`src/rtl/multi_wave_osc.sv`:
```
// Phase-accumulator oscillator producing saw-up, saw-down, triangle or square
// samples through a valid/ready output stage.
module multi_wave_osc #(
  parameter int width_p       = 12,
  parameter int phase_width_p = 24
) (
  input  logic                     clk_i,
  input  logic                     reset_ni,
  input  logic                     en_i,
  input  logic [phase_width_p-1:0] freq_i,
  input  logic [1:0]               mode_i,
  input  logic                     sync_i,
  input  logic                     ready_i,
  output logic [width_p-1:0]       data_o,
  output logic                     valid_o,
  output logic                     wrap_o
);

  localparam int W = width_p;
  localparam int P = phase_width_p;
  localparam logic [W-1:0] LP_H = {1'b1, {(W-1){1'b0}}};

  // Handshake: data_o/wrap_o are offered while valid_o=1 and are consumed on a
  // rising edge where ready_i=1; while valid_o=1 and ready_i=0 all outputs and
  // the phase hold. A new sample is produced whenever en_i=1 and the output
  // register is empty or being consumed in the same cycle.
  logic [P-1:0] r_ph;
  logic [W-1:0] r_data;
  logic         r_valid;
  logic         r_wrap;

  logic         w_adv;
  logic [P-1:0] w_ph_used;
  logic [P:0]   w_sum;
  logic [W-1:0] w_p;
  logic [W-1:0] w_q;
  logic         w_m;
  logic [W-1:0] w_saw_up;
  logic [W-1:0] w_wave;

  assign w_adv     = en_i & (~r_valid | ready_i);
  assign w_ph_used = sync_i ? '0 : r_ph;
  assign w_sum     = {1'b0, w_ph_used} + {1'b0, freq_i};

  assign w_p      = w_ph_used[P-1 -: W];
  assign w_q      = w_ph_used[P-2 -: W];
  assign w_m      = w_ph_used[P-1];
  assign w_saw_up = w_p - LP_H;

  always_comb begin
    w_wave = '0;
    case (mode_i)
      2'd0:    w_wave = w_saw_up;
      2'd1:    w_wave = ~w_saw_up;
      2'd2:    w_wave = (w_m ? ~w_q : w_q) - LP_H;
      default: w_wave = w_m ? LP_H : ~LP_H;
    endcase
  end

  always_ff @(posedge clk_i or negedge reset_ni) begin
    if (!reset_ni) begin
      r_ph    <= '0;
      r_data  <= '0;
      r_valid <= 1'b0;
      r_wrap  <= 1'b0;
    end else if (w_adv) begin
      r_data  <= w_wave;
      r_ph    <= w_sum[P-1:0];
      r_wrap  <= w_sum[P];
      r_valid <= 1'b1;
    end else begin
      // A restart request still zeroes the phase even when no sample goes out.
      if (sync_i) r_ph <= '0;
      if (r_valid && ready_i) r_valid <= 1'b0;
    end
  end

  assign data_o  = r_data;
  assign valid_o = r_valid;
  assign wrap_o  = r_wrap;

endmodule

```
`config.mk`:
```
export PLATFORM = sky130hd
export DESIGN_NAME = multi_wave_osc
export DESIGN_NICKNAME = d
export VERILOG_FILES = /design/src/rtl/multi_wave_osc.sv
export SDC_FILE = /design/constraint.sdc
export NUM_CORES = 1
export LEC_CHECK = 0
export CAP_MARGIN = 5
export CORE_ASPECT_RATIO = 0.9
export CORE_MARGIN = 4
export CORE_UTILIZATION = 56
export CTS_CLUSTER_DIAMETER = 40
export DETAILED_ROUTE_END_ITERATION = 16
export PLACE_DENSITY = 0.82
export SLEW_MARGIN = 0
export SYNTH_ARGS = -nofsm -noshare
export SYNTH_HDL_FRONTEND = slang
export SYNTH_SLANG_ARGS = --single-unit
```
`constraint.sdc`:
```
create_clock -name clk_i -period 3 [get_ports clk_i]
set_input_delay 0.6 -clock clk_i [delete_from_list [all_inputs] [get_ports clk_i]]
set_output_delay 0.6 -clock clk_i [all_outputs]
set_load 0.05 [all_outputs]
```
==> key figures <==
Route
  – Aggregate routed wire length: about 9.3 mm
  – Routed vias: roughly 3.4k
  – TritonRoute pass-1 iters: 5
  – Post-route DRC: 0
  – Remaining antenna violation count: 0
  – Post-DR wirelength/cell: between 15 and 20 um
  – Initial drt markers: 311
  – Vias per cell: about 5.9

STA
  – PnR worst setup slack: 130.5 ps
  – Final Hold Fails: 0
  – Tightest Pin Transition: about 880 ps
  – Count of final max-slew check failures: 0
  – Fmax: ~350 MHz
  – Worst Clk Skew: roughly 10 ps
  – Setup TNS: 0 ps
  – Tcrit/Tclk final: between 90% and 100%
  – RSZ-0062 raised after global routing: no
  – Min Tclk post-route: approximately 2900 ps
  – Max_slew headroom: between 40 and 50%
  – Worst hold margin: ~420 ps
  – Final setup viols: 0

Final layout
  – Fraction of final layout cells sized beyond drive strength 1: roughly 19%
  – N_diodes: 0
  – Filler Cells Inserted: 457
  – Nets: roughly 550
  – Area Growth Syn to Fin: 28.89%
  – Post-route cell area: ~4400 um2

Run
  – Max_cap viols: 0

Global route
  – Total grt overflow: 0
  – Global-route wire length before repair: ~16 mm
  – Initial antenna violation count: 0
  – GRT Total Usage: a little over a quarter
  – Largest net degree at the start of global routing: 39
  – Vias in the first global route: 3318

Logic synthesis
  – Leading area contributor after synthesis: dfrtp_1
  – Mapped Avg Cell Area: roughly 8.5 um2
  – Top FF cell, synth: dfrtp_1
  – Synth top area cells: dfrtp_1 28%, xnor2_1 7.9%, ha_1 6.9%
  – Synth warnings: 0
  – Syn Nets: between 400 and 500
  – Synth cell types: between 50 and 60
  – Syn Inst Count: approximately 400
  – Async SR Flop Fraction: 100.0%
  – Share of the synthesized area in the top cell type: 27.76%
  – Sequential fraction of the synthesis area: 27.76%
  – Post-synth EDFFs: 0
  – Most common cell in the netlist: dfrtp_1
  – Synthesized flop and latch total: 38
  – Synth top cells by count: 38 x dfrtp_1, 32 x nand2_1, 31 x xnor2_1
  – Post-Syn Area: between 3000 and 4000 um2

Die
  – Initial Util: about three fifths
  – Die ar.: between 7000 and 8000 um2
  – Chip height: a little over 80 um
  – Core area: approximately 5800 um2
  – Rows: 26
  – Die width: around 90 um
  – I/O pin total: 45

Worst setup path
  – Reg2Reg Launch Point: r_ph[0]$_DFF_PN0_
  – R2R cell count: 11
  – Req. time, crit path: 3180 ps
  – Worst-path fanout max: 3
  – CP Launch Type: input port
  – Worst Setup End Kind: flop
  – Critical path cell sequence: clkdlybuf4s50_1 > ha_1 > fa_2 > a21o_1 > a221o_1 > nand4_2 > a21oi_1 > nor4_2 > buf_4 > mux2i_1 > nand2_1
  – FF-to-FF setup slack: around 370 ps
  – Data arrival time of the critical path: 3050 ps
  – Max incr delay on CP: roughly 420 ps
  – FF-to-FF End: r_ph[20]$_DFF_PN0_
  – Setup Crit Path Kind: input port to flop
  – CP max stage cell: clkdlybuf4s50_1

Clock tree
  – Post-CTS Setup Repair Bufs: 0
  – TritonCTS clock tree: built
  – Resized Gates After CTS: 3
  – Clk sink count: 38
  – Root buf cell: clkbuf_8
  – H-tree levels: 2
  – Clk Latency, worst-skew pair: about 300 ps
  – Max Root-Sink Buffers: 2
  – Clock buffer count from CTS: 5
  – Hold Buf Count CTS: 0
  – Clk slew on worst S/H paths: around 80 ps

Placement
  – Post-DP HPWL: 7.198 mm
  – PortBufs: 44
  – Pre-CTS setup slack: -347.1 ps
  – DP Area: approximately 4300 um2
  – GP Congestion: around 0.94

Power and ir drop
  – P_leak: 2.001 nW
  – Max rail drop VDD: approximately 0.36 mV
  – Pwr Total: about 0.0021 W
  – PwrDens: 481.0 nW/um2

Min path
  – Hold Crit Class: input port to asynchronous set/reset pin

Status
  – Status: finished clean
logic make-up after synthesis:
group	Yosys count	synth area share (%)
buf+inv	34	4.931
flops	38	27.76
simple gates	128	20.23
mux	9	2.849
compound gates	127	25.20
xor+xnor	45	11.50
fa+ha+maj	20	7.524
routing by layer:
metal	up-vias	global-route usage, %	routed length, um
li1	1648	-	-
met1	1578	36.31	4379
met2	113	43.55	4248
met3	20	4.529	517
met4	0	7.492	158
met5	-	0	0
sequential cells by signal (all words and copies together), names as in the netlist:
name and count:
valid_o 1, r_ph 24, data_o 12, wrap_o 1
through the flow:
stage / utilization, % / std cells
CTS: 76.25 / 565
global placement: 74.59 / 557
global route: 76.25 / 565
detailed placement: 74.59 / 557
floorplan: - / 401
finish: 76.25 / 565
power breakdown:
| part | internal (W) | leakage [nW] | switching [W] |
|---|---|---|---|
| registers | 0.000606 | 0.467 | 0.0000838 |
| clock network | 0.000186 | 0.0482 | 0.000189 |
| logic | 0.000497 | 1.49 | 0.000563 |
worst max-delay path, delay by kind of cell:
family / cells / cell delay [ps]
compound gates: 3 / 620
fa+ha+maj: 2 / 590
buf+inv: 2 / 610
mux: 1 / 180
simple gates: 3 / 460
final cells by class:
type	instances	area, um2	share of cell area [%]
Tap cell	70	87.58	1.984
Clock inverter	1	5.005	0.1133
Timing Repair Buffer	111	940.9	21.31
Multi-Input combinational cell	329	2311	52.34
Clock buffer	7	86.33	1.955
Sequential cell	38	950.9	21.54
Inverter	9	33.78	0.7651
worst max-delay path by stage:
| stage | slack (ps) | startpoint | endpoint |
|---|---|---|---|
| after floorplan | 20 | sync_i | r_ph[22]$_DFF_PN0_ |
| after global placement | -300 | sync_i | r_ph[20]$_DFF_PN0_ |
| after detailed placement | -350 | sync_i | r_ph[18]$_DFF_PN0_ |
| after CTS | 140 | freq_i[0] | r_ph[18]$_DFF_PN0_ |
| after global routing | 70 | freq_i[0] | r_ph[18]$_DFF_PN0_ |
| final | 130 | freq_i[0] | r_ph[20]$_DFF_PN0_ |
layout by cell type, fill, tap and decap left out, drive strengths merged, types with 7 or more instances in the layout:
master	n
buf	68
clkdlybuf4s50	42
dfrtp	38
nand2	32
xnor2	31
a21oi	28
o21ai	23
nor2	22
nor2b	20
ha	19
xor2	14
o21a	14
o221ai	12
a31oi	10
inv	9
a21o	9
nand3	8
and3	8
o211ai	7
nor3	7
clkbuf	7
Power figures use the tool's default switching activity.
